<file path="config.mk">
export PLATFORM = sky130hd
export DESIGN_NAME = adc_sample_scheduler
export DESIGN_NICKNAME = d
export VERILOG_FILES = /design/src/rtl/adc_sample_scheduler.sv
export SDC_FILE = /design/constraint.sdc
export NUM_CORES = 1
export LEC_CHECK = 0
export ABC_AREA = 0
export CAP_MARGIN = 20
export CORE_MARGIN = 1
export CORE_UTILIZATION = 53
export CTS_CLUSTER_DIAMETER = 100
export DETAILED_ROUTE_END_ITERATION = 8
export PLACE_DENSITY = 0.81
export SLEW_MARGIN = 20
export SYNTH_ARGS = -nofsm -noshare
export SYNTH_HDL_FRONTEND = slang
export SYNTH_SLANG_ARGS = --single-unit
</file>
<file path="constraint.sdc">
create_clock -name clk -period 3.57 [get_ports clk]
set_clock_uncertainty 0.15 [all_clocks]
set_input_delay 1.071 -clock clk [delete_from_list [all_inputs] [get_ports clk]]
set_output_delay 1.071 -clock clk [all_outputs]
set_load 0.01 [all_outputs]
</file>
<file path="src/rtl/adc_sample_scheduler.sv">
// adc_sample_scheduler: paces AD4008 conversion starts and buffers returned samples in a small FIFO.
module adc_sample_scheduler #(
    parameter int unsigned ADC_WIDTH      = 16,
    parameter int unsigned PERIOD_WIDTH   = 16,
    parameter int unsigned BURST_WIDTH    = 8,
    parameter int unsigned FIFO_DEPTH     = 8,
    parameter int unsigned TIMEOUT_CYCLES = 64
) (
    input  logic                             clk,
    input  logic                             aresetn,
    input  logic                             enable,
    input  logic [PERIOD_WIDTH-1:0]          period,
    input  logic [BURST_WIDTH-1:0]           burst_len,
    input  logic                             clr_err,
    output logic                             adc_start,
    input  logic                             adc_new_data,
    input  logic [ADC_WIDTH-1:0]             adc_data,
    output logic [ADC_WIDTH-1:0]             m_data,
    output logic                             m_valid,
    input  logic                             m_ready,
    output logic [$clog2(FIFO_DEPTH+1)-1:0]  fifo_level,
    output logic                             busy,
    output logic                             burst_done,
    output logic                             timeout_err,
    output logic                             overflow_err
);

    localparam int unsigned LVL_W = $clog2(FIFO_DEPTH + 1);
    localparam int unsigned PTR_W = $clog2(FIFO_DEPTH);
    localparam int unsigned TO_W  = $clog2(TIMEOUT_CYCLES);

    typedef enum logic [1:0] {
        IDLE      = 2'd0,
        START     = 2'd1,
        WAIT_DATA = 2'd2,
        HOLDOFF   = 2'd3
    } state_e;

    state_e                  state_q, state_d;
    logic                    enable_q;
    logic [PERIOD_WIDTH-1:0] period_cnt_q, period_cnt_d;
    logic [TO_W-1:0]         timeout_cnt_q, timeout_cnt_d;
    logic [BURST_WIDTH-1:0]  sample_cnt_q, sample_cnt_d;
    logic [BURST_WIDTH-1:0]  burst_len_q, burst_len_d;
    logic                    adc_start_d, busy_d, burst_done_d;

    logic [ADC_WIDTH-1:0]    mem_q [FIFO_DEPTH];
    logic [PTR_W-1:0]        wr_ptr_q, wr_ptr_d, rd_ptr_q, rd_ptr_d;
    logic [LVL_W-1:0]        level_d;
    logic [ADC_WIDTH-1:0]    m_data_d;
    logic                    m_valid_d;
    logic                    timeout_err_d, overflow_err_d;

    logic                    arm_c, tmo_hit_c, holdoff_exit_c, burst_hit_c;
    logic                    push_req, tmo_evt;
    logic                    pop_c, full_c, push_ok_c, ovf_evt_c;
    logic [PERIOD_WIDTH-1:0] period_load_c, period_dec_c;

    assign arm_c          = enable && !enable_q;
    assign tmo_hit_c      = (timeout_cnt_q == TO_W'(TIMEOUT_CYCLES - 1)) && !adc_new_data;
    // Exit on the cycle the counter reaches zero so start-to-start spacing equals the period.
    assign holdoff_exit_c = (state_q == HOLDOFF) && (period_cnt_q <= PERIOD_WIDTH'(1));
    assign burst_hit_c    = (burst_len_q != '0) && (sample_cnt_q == burst_len_q);
    assign period_load_c  = (period < PERIOD_WIDTH'(2)) ? PERIOD_WIDTH'(1)
                                                        : period - PERIOD_WIDTH'(1);
    assign period_dec_c   = (period_cnt_q == '0) ? '0 : period_cnt_q - PERIOD_WIDTH'(1);

    // State register
    always_ff @(posedge clk or negedge aresetn) begin
        if (!aresetn) begin
            state_q <= IDLE;
        end else begin
            state_q <= state_d;
        end
    end

    // Next-state logic
    always_comb begin
        state_d = state_q;
        unique case (state_q)
            IDLE:      if (arm_c) state_d = START;
            START:     state_d = WAIT_DATA;
            WAIT_DATA: if (adc_new_data || tmo_hit_c) state_d = HOLDOFF;
            HOLDOFF: begin
                if (holdoff_exit_c) begin
                    if (burst_hit_c || !enable) state_d = IDLE;
                    else                        state_d = START;
                end
            end
            default:   state_d = IDLE;
        endcase
    end

    // Output and counter next-values for the sequencer
    always_comb begin
        period_cnt_d  = period_cnt_q;
        timeout_cnt_d = timeout_cnt_q;
        sample_cnt_d  = sample_cnt_q;
        burst_len_d   = burst_len_q;
        push_req      = 1'b0;
        tmo_evt       = 1'b0;
        adc_start_d   = (state_d == START);
        busy_d        = (state_d != IDLE);
        burst_done_d  = holdoff_exit_c && burst_hit_c;
        unique case (state_q)
            IDLE: begin
                if (arm_c) sample_cnt_d = '0;
            end
            START: begin
                period_cnt_d  = period_load_c;
                timeout_cnt_d = '0;
                sample_cnt_d  = sample_cnt_q + BURST_WIDTH'(1);
                burst_len_d   = burst_len;
            end
            WAIT_DATA: begin
                period_cnt_d  = period_dec_c;
                timeout_cnt_d = timeout_cnt_q + TO_W'(1);
                push_req      = adc_new_data;
                tmo_evt       = tmo_hit_c;
            end
            HOLDOFF: begin
                period_cnt_d  = period_dec_c;
            end
            default: ;
        endcase
    end

    // FIFO bookkeeping; head is re-registered so m_data tracks the post-update read pointer
    always_comb begin
        pop_c     = m_valid && m_ready;
        full_c    = (fifo_level == LVL_W'(FIFO_DEPTH));
        push_ok_c = push_req && (!full_c || pop_c);
        ovf_evt_c = push_req && full_c && !pop_c;
        wr_ptr_d  = push_ok_c ? wr_ptr_q + PTR_W'(1) : wr_ptr_q;
        rd_ptr_d  = pop_c ? rd_ptr_q + PTR_W'(1) : rd_ptr_q;
        level_d   = fifo_level;
        if (push_ok_c && !pop_c)      level_d = fifo_level + LVL_W'(1);
        else if (!push_ok_c && pop_c) level_d = fifo_level - LVL_W'(1);
        m_valid_d = (level_d != '0);
        m_data_d  = m_data;
        if (level_d != '0) begin
            if (push_ok_c && (rd_ptr_d == wr_ptr_q)) m_data_d = adc_data;
            else                                     m_data_d = mem_q[rd_ptr_d];
        end
    end

    // Sticky errors: a new event wins over a simultaneous clear
    always_comb begin
        timeout_err_d  = (timeout_err  && !clr_err) || tmo_evt;
        overflow_err_d = (overflow_err && !clr_err) || ovf_evt_c;
    end

    // Sequencer, FIFO control and output registers
    always_ff @(posedge clk or negedge aresetn) begin
        if (!aresetn) begin
            enable_q      <= 1'b0;
            period_cnt_q  <= '0;
            timeout_cnt_q <= '0;
            sample_cnt_q  <= '0;
            burst_len_q   <= '0;
            wr_ptr_q      <= '0;
            rd_ptr_q      <= '0;
            fifo_level    <= '0;
            m_data        <= '0;
            m_valid       <= 1'b0;
            adc_start     <= 1'b0;
            busy          <= 1'b0;
            burst_done    <= 1'b0;
            timeout_err   <= 1'b0;
            overflow_err  <= 1'b0;
        end else begin
            enable_q      <= enable;
            period_cnt_q  <= period_cnt_d;
            timeout_cnt_q <= timeout_cnt_d;
            sample_cnt_q  <= sample_cnt_d;
            burst_len_q   <= burst_len_d;
            wr_ptr_q      <= wr_ptr_d;
            rd_ptr_q      <= rd_ptr_d;
            fifo_level    <= level_d;
            m_data        <= m_data_d;
            m_valid       <= m_valid_d;
            adc_start     <= adc_start_d;
            busy          <= busy_d;
            burst_done    <= burst_done_d;
            timeout_err   <= timeout_err_d;
            overflow_err  <= overflow_err_d;
        end
    end

    // Sample storage (no reset needed; validity is tracked by the pointers)
    always_ff @(posedge clk) begin
        if (push_ok_c) mem_q[wr_ptr_q] <= adc_data;
    end

endmodule

</file>
==> results_tabular.tex <==
\begin{tabular}{lr}
\hline
Metric & Value \\
\hline
\multicolumn{2}{l}{\textbf{Run status}} \\
\quad Status & completed \\
\multicolumn{2}{l}{\textbf{Clocking}} \\
\quad Sink Count & 201 \\
\quad Gates resized, CTS repair & 0 \\
\quad Post-cts hold buffer count & 0 \\
\quad Clock buffer count from CTS & 21 \\
\quad Clock transition at the register clock pins on the worst setup and hold paths after CTS & 60 ps \\
\quad H-tree depth reported by CTS & 1 \\
\quad Number of setup buffers added after CTS & 0 \\
\quad Number of buffers between clock root and the deepest sink & 3 \\
\quad Clk\_lat worst skew & 510 ps \\
\quad Clock tree from TritonCTS & built \\
\quad Root buffer cell & clkbuf\_16 \\
\multicolumn{2}{l}{\textbf{Placed design}} \\
\quad HPWL Detailed & 13.4 mm \\
\quad Final weighted congestion of routability-driven global placement & 0.842 \\
\quad Placed instance area & 10500 um2 \\
\quad Instance count after placement with tap cells included & 941 \\
\quad Count of buffers from port buffering & 71 \\
\multicolumn{2}{l}{\textbf{Global routing}} \\
\quad Largest net degree at the start of global routing & 74 \\
\quad Antenna violations before repair & 0 \\
\quad Global-route wire length before repair & 33.3 mm \\
\quad Overflow after GRT & 0 \\
\quad Global routing usage summed across all routing layers & 0.241 \\
\quad Vias in the first global route & 6196 \\
\multicolumn{2}{l}{\textbf{Pwr}} \\
\quad Switching Fraction & 0.365 \\
\quad Peak supply drop & 393 uV \\
\quad Part of the power in registers & 0.354 \\
\quad Power density of the placed cells & 880 nW/um2 \\
\quad Pint & 0.00619 W \\
\quad Reported net switching power & 0.00356 W \\
\quad Part of the total power dissipated in combinational logic & 0.444 \\
\quad Part of the power in the clock network & 0.202 \\
\quad LEAKAGE & 4.08 nW \\
\multicolumn{2}{l}{\textbf{Synth}} \\
\quad Xor-xnor portion of the synthesized cell area & 0.0401 \\
\quad Area of the mapped netlist & 9200 um2 \\
\quad Fraction of registers with async set or reset after synthesis & 0.363 \\
\quad Yosys synthesis warning count & 0 \\
\quad Synth unique cells & 69 \\
\quad Register bit total from synthesis & 201 \\
\quad Number of nets produced by synthesis & 706 \\
\quad Main flop type after synthesis & edfxtp\_1 \\
\quad Part of the Yosys area used for sequential elements & 0.617 \\
\quad Adder-cell share of the synthesized area & 0.0204 \\
\quad Synth Area in Compound Gates & 0.0937 \\
\quad Syn\_area\_per\_cell & 14.3 um2 \\
\quad Synth Area in Simple Gates & 0.0988 \\
\quad Number of enable-type register cells in the synthesized netlist & 128 \\
\quad Multiplexer share of the synthesized area & 0.108 \\
\quad Largest family of logic cells by synthesized area & multiplexers \\
\quad Synthesized instance count & 645 \\
\multicolumn{2}{l}{\textbf{Final layout}} \\
\quad Count of placed standard cells in the final layout, fillers left out & 979 \\
\quad NumNets Final & 805 \\
\quad Commonest non-fill, non-tap cells in the layout & edfxtp\_1, dfrtp\_1, clkdlybuf4s50\_1 \\
\quad Inserted Diodes & 0 \\
\quad Share of final-layout standard cells stronger than drive strength 1 & 0.170 \\
\quad Post-route standard cell area excluding fillers & 11100 um2 \\
\quad Area added between synthesis and finish & 20.4\% \\
\quad Most common cell after layout, fill and taps aside & edfxtp\_1 \\
\quad Total of fill cells in the finished design & 1152 \\
\multicolumn{2}{l}{\textbf{Detailed routing}} \\
\quad Detailed-routing iteration count for the pre-antenna-repair pass & 5 \\
\quad Count of antenna-violating nets left after detailed routing & 0 \\
\quad Detailed-routing wirelength on met1 & 8.62 mm \\
\quad DRC & 0 \\
\quad Routed length on met3 & 1.19 mm \\
\quad Detail Route met2 WL & 10.5 mm \\
\quad Number of vias per cell & 6.23 \\
\quad Vias post-DR & 6102 \\
\quad Detailed-route wire length & 20.8 mm \\
\quad DR iter-0 viols & 529 \\
\quad Routed wire length per instance & 21.2 um \\
\quad Highest metal used & met4 \\
\multicolumn{2}{l}{\textbf{Critical path}} \\
\quad Data required time of the critical path & 3800 ps \\
\quad Critical Path Start Type & primary input \\
\quad Maximum fanout along the worst path & 17 \\
\quad Sequence of cells on the critical path & clkdlybuf4s50\_1 > and2\_1 > buf\_4 > nand3\_1 > o21ai\_0 > a21oi\_2 > nor3\_4 > buf\_12 > a22o\_1 \\
\quad Worst Setup End Kind & flop \\
\quad Crit path largest cell delay & 800 ps \\
\quad Reg2Reg Depth & 9 \\
\quad CP Class & in -> reg \\
\quad Arrival time at the worst endpoint & 3500 ps \\
\quad Slowest library cell on the worst path & a21oi\_2 \\
\multicolumn{2}{l}{\textbf{Timing}} \\
\quad Total of endpoints with negative setup slack in the final report & 0 \\
\quad Max-slew headroom & 0.287 \\
\quad Max Clk Rate & 306 MHz \\
\quad Final Hold Viols & 0 \\
\quad Sum of negative setup slack & 0 ps \\
\quad Share of the clock period used by the worst path after layout & 0.915 \\
\quad Post-route minimum period & 3270 ps \\
\quad RSZ-0062 raised after global routing & no \\
\quad Worst-Margin Slew & 1060 ps \\
\quad Max-slew violations & 0 \\
\multicolumn{2}{l}{\textbf{Floorplan}} \\
\quad Die height & 134 um \\
\quad Horizontal extent of the die & 134 um \\
\quad Std-Cell Core Area & 16800 um2 \\
\quad I/O pins & 72 \\
\quad Number of cell rows & 47 \\
\quad Floorplan die area & 17900 um2 \\
\quad Starting density of the core & 0.549 \\
\multicolumn{2}{l}{\textbf{Worst hold path}} \\
\quad Hold path depth & 1 \\
\quad Type of the tightest min-delay check & reg -> reg \\
\multicolumn{2}{l}{\textbf{Job}} \\
\quad Max\_cap viols & 0 \\
\hline
\end{tabular}
==> sequential cells by signal, indices dropped and copies added, names as in the netlist <==
name / count
m_data: 16
adc_start: 1
state_q: 2
period_cnt_q: 16
timeout_err: 1
m_valid: 1
wr_ptr_q: 3
rd_ptr_q: 3
fifo_level: 4
sample_cnt_q: 8
busy: 1
overflow_err: 1
burst_len_q: 8
timeout_cnt_q: 6
enable_q: 1
mem_q: 128
burst_done: 1
==> power by group through the flow <==
stage	Combinational (W)	Clock, W	Sequential [W]
detailed placement	0.00427	0	0.00347
CTS	0.00432	0.00199	0.00344
global placement	0.00407	0	0.00344
finish	0.00432	0.00197	0.00345
global route	0.00465	0.00209	0.00349
floorplan	0.00300	0	0.00335
==> path summary, 6_finish.rpt <==
check | end | startpoint | slack (ps)
min in group asynchronous | burst_len_q[5]$_DFFE_PN0P_ | aresetn | 550
worst max register to register | m_data[14]$_DFFE_PN0P_ | fifo_level[0]$_DFF_PN0_ | 550
worst min register to register | timeout_cnt_q[5]$_DFFE_PN0P_ | timeout_cnt_q[5]$_DFFE_PN0P_ | 360
max in group asynchronous | period_cnt_q[4]$_DFFE_PN0N_ | aresetn | 2100
worst min-delay path | timeout_cnt_q[5]$_DFFE_PN0P_ | timeout_cnt_q[5]$_DFFE_PN0P_ | 360
worst max-delay path | m_data[14]$_DFFE_PN0P_ | m_ready | 300
==> synth_stat cells, types with 10 or more instances <==
| cell | count | area share |
|---|---|---|
| clkbuf_1 | 10 | 0.0041 |
| a21oi_1 | 18 | 0.0098 |
| nand3_1 | 19 | 0.010 |
| a22o_1 | 17 | 0.016 |
| mux4_2 | 32 | 0.078 |
| buf_2 | 11 | 0.0060 |
| nor4_1 | 10 | 0.0068 |
| xor2_1 | 21 | 0.020 |
| o32a_1 | 18 | 0.020 |
| edfxtp_1 | 128 | 0.42 |
| dfrtp_1 | 73 | 0.20 |
| xnor2_1 | 13 | 0.012 |
| inv_1 | 18 | 0.0073 |
| o21ai_0 | 21 | 0.011 |
| nor2_1 | 39 | 0.016 |
| nor3_1 | 17 | 0.0093 |
| ha_1 | 15 | 0.020 |
| nand2_1 | 53 | 0.022 |
| mux2i_1 | 18 | 0.020 |
==> final cells by class <==
| type | instances | area [um2] | area share |
|---|---|---|---|
| Sequential cell | 201 | 5670 | 0.512 |
| Multi-Input combinational cell | 399 | 3360 | 0.303 |
| Timing Repair Buffer | 103 | 1090 | 0.0981 |
| Clock buffer | 27 | 558 | 0.0504 |
| Tap cell | 220 | 275 | 0.0249 |
| Inverter | 18 | 67.6 | 0.00610 |
| Clock inverter | 11 | 56.3 | 0.00509 |
==> logic make-up after synthesis <==
kind of cell,count (synthesis)
and+or+nand+nor,175
AOI/OAI and AO/OA,114
buffers and inverters,45
adders and majority gates,15
DFF,201
xor gates and xnor gates,37
muxes,58
==> critical path, delay by kind of cell <==
family	cells	cell delay, ps
buffers and inverters	3	840
and+or+nand+nor	3	410
AOI/OAI and AO/OA	3	1180
==> metrics by stage <==
stage	hold WS, ps	power, W	setup slack [ps]	util
finish	358	0.00974	302	0.660
global route	373	0.0102	200	0.660
CTS	359	0.00975	332	0.660
detailed placement	345	0.00774	-158	0.624
global placement	318	0.00751	-58.7	0.624
floorplan	301	0.00635	107	-
==> metal layers <==
metal,vias up,global-route usage
li1,2702,-
met1,3117,0.327
met2,251,0.404
met3,32,0.0312
met4,0,0.0833
met5,-,0
No activity file was read; power rests on OpenSTA's default activity.
